[src/rtl/pc_next_unit.sv]
// pc_next_unit: MIPS fetch-stage program counter and next-PC selection.
// Forms sequential, branch, jump and jump-register targets, runs the fetch
// handshake with instruction memory and honours pipeline stall.
// Optional feature macro: MISALIGN_TRAP_EN (trap on a misaligned jr target).
module pc_next_unit #(
  parameter logic [31:0] RESET_VECTOR = 32'h0000_0000,
  parameter logic [31:0] EXC_VECTOR   = 32'h8000_0180
) (
  input  logic        clk,
  input  logic        reset,
  input  logic        stall,
  input  logic        branch_taken,
  input  logic [31:0] shifted_offset,
  input  logic        jump,
  input  logic [25:0] jump_index,
  input  logic        jr,
  input  logic [31:0] jr_target,
  input  logic        imem_ready,
  output logic [31:0] pc,
  output logic [31:0] pc_plus_4,
  output logic        imem_req,
  output logic        pc_valid,
  output logic        misalign_exc
);

  typedef enum logic [1:0] {
    BOOT = 2'd0,
    REQ  = 2'd1
`ifdef MISALIGN_TRAP_EN
    ,
    TRAP = 2'd2
`endif
  } state_t;

  state_t      state;
  state_t      state_next;
  logic [31:0] next_pc;
  logic [31:0] branch_sum;
  logic        advance;
  logic        trap_take;

  // Sequential address and the fetch-completes condition.
  assign pc_plus_4  = pc + 32'd4;
  assign branch_sum = pc_plus_4 + shifted_offset;
  assign advance    = (state == REQ) && imem_ready && !stall;
  assign pc_valid   = advance;
  assign imem_req   = (state == REQ);

`ifdef MISALIGN_TRAP_EN
  assign trap_take    = advance && jr && (jr_target[1:0] != 2'b00);
  assign misalign_exc = (state == TRAP);
  logic unused_exc;
  assign unused_exc = 1'b0;
`else
  // Without the trap, misaligned jr targets are simply forced to word alignment.
  assign trap_take    = 1'b0;
  assign misalign_exc = 1'b0;
  logic unused_exc;
  assign unused_exc = ^{EXC_VECTOR, jr_target[1:0]};
`endif

  // Next-PC select, priority jr > jump > branch > sequential.
  always_comb begin
    // NOTE: default first so every path assigns next_pc and no latch is inferred.
    next_pc = pc_plus_4;
    if (jr) begin
      next_pc = {jr_target[31:2], 2'b00};
    end else if (jump) begin
      next_pc = {pc_plus_4[31:28], jump_index, 2'b00};
    end else if (branch_taken) begin
      next_pc = {branch_sum[31:2], 2'b00};
    end
  end

  // Fetch state transitions.
  always_comb begin
    state_next = state;
    case (state)
      BOOT: state_next = REQ;
      REQ:  begin
`ifdef MISALIGN_TRAP_EN
        if (trap_take) state_next = TRAP;
`endif
      end
`ifdef MISALIGN_TRAP_EN
      TRAP: state_next = REQ;
`endif
      default: state_next = BOOT;
    endcase
  end

  // State register; reset aborts any fetch in flight.
  // NOTE: reset is in the sensitivity list, so it takes effect without a clock edge.
  always_ff @(posedge clk or posedge reset) begin
    if (reset) begin
      // NOTE: non-blocking assignments keep register updates order-independent.
      state <= BOOT;
    end else begin
      state <= state_next;
    end
  end

  // PC register: loads only on an advance, otherwise holds.
  always_ff @(posedge clk or posedge reset) begin
    if (reset) begin
      pc <= RESET_VECTOR;
    end else if (advance) begin
      pc <= trap_take ? EXC_VECTOR : next_pc;
    end
  end

endmodule

[config.mk]
export PLATFORM = sky130hd
export DESIGN_NAME = pc_next_unit
export DESIGN_NICKNAME = d
export VERILOG_FILES = /design/src/rtl/pc_next_unit.sv
export SDC_FILE = /design/constraint.sdc
export NUM_CORES = 1
export LEC_CHECK = 0
export BUFFER_PORTS_ARGS = -buffer_cell sky130_fd_sc_hd__buf_4
export CORE_UTILIZATION = 51
export CTS_BUF_LIST = sky130_fd_sc_hd__clkbuf_4 sky130_fd_sc_hd__clkbuf_8
export DETAILED_ROUTE_END_ITERATION = 7
export PLACE_DENSITY_LB_ADDON = 0.2
export SKIP_CTS_REPAIR_TIMING = 1
export SLEW_MARGIN = 5
export SYNTH_ARGS = -nofsm -noshare
export SYNTH_HDL_FRONTEND = slang
export SYNTH_SLANG_ARGS = --single-unit
[constraint.sdc]
create_clock -name clk -period 4.1 [get_ports clk]
set_input_delay 0.82 -clock clk [delete_from_list [all_inputs] [get_ports clk]]
set_output_delay 0.82 -clock clk [all_outputs]
set_load 0.01 [all_outputs]
### After elaboration in Yosys (flattened, before gate mapping)

Cells that the tools add are included.

| cells by class | value |
|---|---|
| add/sub/neg operators | 2 |
| equality and inequality tests | 1 |
| multiplexer cells | 4 |
| reductions and logical operators | 4 |

Operators by type and width:

| cell | count |
|---|---|
| 2-to-1 mux 32 bit | 3 |
| adder 32 x 3 -> 32 bit, second input constant | 1 |
| adder 32 bit | 1 |
| case mux 2 bit (2 select lines) | 1 |
| equality test 2 x 1 -> 1 bit, second input constant | 1 |
| logical AND 1 bit | 2 |
| logical NOT 2 bit | 1 |
| logical NOT 1 bit | 1 |

| storage, ports and cells | value |
|---|---|
| flip-flop bits (word level) | 34 |
| output and inout port bits | 67 |

### Longest topological paths before layout

| depth | value |
|---|---|
| depth in word-level cells | 5 |
| depth in mapped cells | 18 |
| depth with buffers taken out | 17 |

### Worst setup path after synthesis

OpenSTA, ideal clock, no wires.

| timing path | value |
|---|---|
| path type | register to register |
| from | register pc[4] |
| to | register pc[31] |
| setup time | 0.069 ns |
| arrival | 3.544 ns |
| data required time | 4.031 ns |
| setup slack | 0.488 ns |
| cell stages (with the launch flop) | 18 |
| path through | dfrtp_1 > and4_4 > and4_1 > buf_6 > nand2_4 > or2_4 > inv_1 > nand2_1 > xnor2_1 > ha_1 > nand4_1 > nor3_1 > a211oi_1 > a41oi_1 > a31oi_1 > xor2_1 > or4_1 > nand3_1 |

| on the way | value |
|---|---|
| cells in the longest elaborated chain, start to end | 5 |

RTL lines:

| element | line | RTL |
|---|---|---|
| start, declared | 19 | `output logic [31:0] pc,` |
| start signal, assigned | 108 | `pc <= trap_take ? EXC_VECTOR : next_pc;` |
| adder 32 x 3 -> 32 bit | 43 | `assign pc_plus_4 = pc + 32'd4;` |
| named net pc_plus_4[19] | 20 | `output logic [31:0] pc_plus_4,` |
| adder 32 bit | 44 | `assign branch_sum = pc_plus_4 + shifted_offset;` |
| 2-to-1 mux 32 bit | 70 | `end else if (branch_taken) begin` |
| 2-to-1 mux 32 bit | 68 | `end else if (jump) begin` |
| 2-to-1 mux 32 bit | 66 | `if (jr) begin` |

The timed path passes the listed nets, and every way through them passes these cells.
A chain may end at the register's enable or synchronous reset.

### Worst setup path in the final report

| timing path | value |
|---|---|
| from | register pc[12] |
| to | register pc[31] |

| on the way | value |
|---|---|
| cells in the longest elaborated chain, start to end | 5 |

RTL lines:

| element | line |
|---|---|
| adder 32 x 3 -> 32 bit * | 43 |
| adder 32 bit | 44 |
| 2-to-1 mux 32 bit | 70 |
| 2-to-1 mux 32 bit * | 68 |
| 2-to-1 mux 32 bit * | 66 |

Mark *: on every way between the ends. The rest lies on a longest branch, timed or not.

==> results.md <==
* Status: finished clean
* Yosys reg bits at 31
* Async set-reset flop share out of synthesis at 100%
* Critical Path Fanout Max at 6
* Vias in the first global route at 4,557
* Largest family of logic cells by synthesized area: compound AO/OA/AOI/OAI gates
* Die extent in x at 90.1 µm
* Drt wl/cell at 17.7 µm
* P&R area growth vs syn at 35.2%
* Part of the power in registers at 21.8%
* Synth Area in Simple Gates at 21.5%
* Clk_skew at 0.00932 ns
* CTS Buf Count at 5
* Setup-failing EPs final at 0
* MaxCap Viol Count at 0
* Critical Path AT at 4.14 ns
* Clk pwr share at 12.9%
* Sink Count at 31
* Reg2Reg Depth at 15
* Combinational power share at 65.3%
* Ys flop type: dfrtp_1
* Clock-pin slew on the worst setup and hold paths at 0.07 ns
* Crit path top cell by count: nand3_1
* Core area at 7370 µm²
* Unrepaired setup endpoints after global routing: no
* Crit-path cells: nand3_1 -> nor2_1 -> nand3_1 -> nor2_1 -> buf_4 -> xor2_1 -> ha_1 -> a21oi_1 -> o21ai_0 -> a211oi_1 -> a41oi_2 -> a31oi_1 -> xor2_1 -> or4_1 -> nand3_1
* Leading area contributor after synthesis: dfrtp_1
* Seq/Total Area, Yosys at 19.6%
* Layout cells sized above 1 at 29.5%
* Final TNS setup at 0 ns
* Slew margin rel. at 59.3%
* Tcrit/Tclk final at 95.3%
* Clock tree buffer depth at 2
* CP max stage delay at 0.44 ns
* Period minus WS final at 3.91 ns
* Slew Limit Fails at 0
* Critical path class: register to register
* Number of enable flip-flop cells after synthesis at 0
* Antenna diodes at 0
* Total track usage at 33.5%
* Worst Path Required at 4.33 ns
* Pwr dens at 385 nW/µm²
* TritonRoute pass-1 iters at 5
* F_max at 0.256 GHz
* Min-Delay Path Class: register to register
* Area contributors post-synth: dfrtp_1 (20%), ha_1 (12%), xnor2_1 (7.3%)
* Gr ovfl total at 0
* Hold path cells at 2
* Psw at 0.000924 W
* Vias at 4,647
* Mux share of post-synthesis cell area at 1.52%
* Leakage at 2.56 nW
* Clk root buf: clkbuf_8
* Synth cell types at 60
* H-tree levels at 2
* First-pass GRT wire length at 22,000 µm
* Final HPWL DP at 10,500 µm
* Detailed-route wire length at 13,800 µm
* Adder-Cell Fraction of Synth Area at 11.7%
* Largest net degree at the start of global routing at 43
* Port-buffer cells at 154
* Mean Syn Cell Area at 7.64 µm²
* DRC violations left at 0
* Site Rows at 31
* Mapped Area at 3960 µm²
* Overall Power at 0.00206 W
* Peak VDD IR at 0.000218 V
* CP max-delay cell: dfrtp_1
* Post-DRT Antenna Nets at 0
* Yosys top cell area share at 19.6%
* Vias per cell at 5.96
* Pint at 0.00113 W
* Cell count after synthesis at 518
* Starting DRT DRC Count at 305
* GPL Wtd Cong at 1.00
* Worst-Skew Late Latency at 0.30 ns
* Sw frac at 44.9%
* Initial antenna violation count at 0
* Startpoint types: register
* Critical path endpoint category: register
* Die area at 8120 µm²
* Starting Density at 53.7%
* Final #Nets at 815
* Die span in y at 90.1 µm
* Yosys warns at 0
* Compound-Gate Fraction of Synth Area at 27.5%
* Top-level port count at 164
* Worst slew pin tran at 0.607 ns
* Post-synthesis xor/xnor area fraction at 11.9%
* CTS tree: built
* Final Hold Vio Count at 0
logic make-up after synthesis:
| group | Yosys count |
|---|---|
| flip-flops | 31 |
| AND/OR/NAND/NOR | 179 |
| buffers and inverters | 42 |
| adder cells (fa/ha/maj) | 37 |
| multiplexers | 6 |
| XOR/XNOR | 53 |
| AO/OA/AOI/OAI | 168 |
| other | 2 |
metrics by stage:
stage	cells	util [%]	instance area (µm²)	setup slack [ns]	hold WS [ns]
2_1_floorplan	522	-	3970	0.488	0.543
3_3_place_gp	773	71.3	5250	0.345	0.551
3_5_place_dp	773	71.3	5250	0.334	0.565
4_1_cts	780	72.5	5340	0.294	0.581
5_1_grt	780	72.6	5350	0.0239	0.599
6_report	780	72.6	5350	0.193	0.578
critical path: cells and delay by family (launching register included):
family	cells	cell delay, ns
fa+ha+maj	1	0.36
simple gates	6	1.35
compound gates	5	1.13
xor+xnor	2	0.40
buf+inv	1	0.15
flops	1	0.44
final cells by class:
type	count	area (µm²)
tap	99	124
timing repair buffer	178	1340
sequential	31	776
inverter	16	60.1
clock inverter	1	5.00
fill	641	2020
clock buffer	6	82.6
multi-input combinational	449	2970
flip-flops by register name (all words and copies together) (netlist names):
register  cells
state         1
pc           30
cells in the mapped netlist (3+ instances only):
| library cell | n |
|---|---|
| a31oi_1 | 6 |
| o21a_1 | 6 |
| o21ai_0 | 34 |
| a21oi_1 | 48 |
| o211ai_1 | 5 |
| a211oi_1 | 7 |
| and3_2 | 3 |
| nand2b_1 | 5 |
| o221ai_1 | 5 |
| o31ai_1 | 3 |
| o311ai_0 | 4 |
| o22ai_1 | 8 |
| and4_1 | 3 |
| clkbuf_8 | 5 |
| ha_1 | 37 |
| inv_1 | 14 |
| a21o_1 | 8 |
| xnor2_1 | 33 |
| buf_4 | 6 |
| nor2_1 | 52 |
| mux2i_1 | 6 |
| a21boi_0 | 3 |
| and3_1 | 6 |
| a221oi_1 | 11 |
| nand3_1 | 20 |
| a311oi_1 | 4 |
| nand4_1 | 7 |
| clkbuf_1 | 12 |
| o21bai_1 | 5 |
| nand2_1 | 57 |
| xor2_1 | 19 |
| dfrtp_1 | 31 |
| nor3_1 | 9 |
power groups by stage:
stage,Sequential (W),Combinational [W],Clock [W]
final,0.000448,0.00134,0.000265
after global routing,0.000457,0.00147,0.000281
after CTS,0.000447,0.00132,0.000268
after detailed placement,0.000453,0.00131,0
after global placement,0.000449,0.00129,0
after floorplan,0.000473,0.000785,0
path summary, 6_finish.rpt:
path                        start     end  slack (ns)
setup / recovery           pc[12]  pc[31]        0.19
hold reg to reg            pc[14]  pc[14]        0.58
max in group asynchronous   reset  pc[21]        3.16
setup reg to reg           pc[12]  pc[31]        0.19
hold / removal             pc[14]  pc[14]        0.58
min in group asynchronous   reset   pc[7]        0.62
cells in the final DEF, fill, tap and decap left out, types with 3 or more instances in the layout:
cell and instances:
a211oi_1 7, a21boi_0 3, a21o_1 8, a21oi_1 48, a221oi_1 11, a311oi_1 4
a31oi_1 6, and3_1 6, and3_2 3, buf_4 178, clkbuf_8 6, conb_1 6
dfrtp_1 31, ha_1 37, inv_1 14, mux2i_1 6, nand2_1 57, nand2b_1 5
nand3_1 20, nand4_1 7, nor2_1 52, nor3_1 9, o211ai_1 5, o21a_1 6
o21ai_0 34, o21bai_1 5, o221ai_1 5, o22ai_1 8, o311ai_0 4, o31ai_1 3
xnor2_1 33, xor2_1 19
per-layer routing:
metal	track usage (%)	up-vias	wire length (µm)
met3	4.40	29	1120
met5	0	-	0
met4	9.81	0	267
met1	44.8	2168	5910
met2	56.1	238	6530
li1	-	2212	-
No activity file was read; power rests on OpenSTA's default activity.
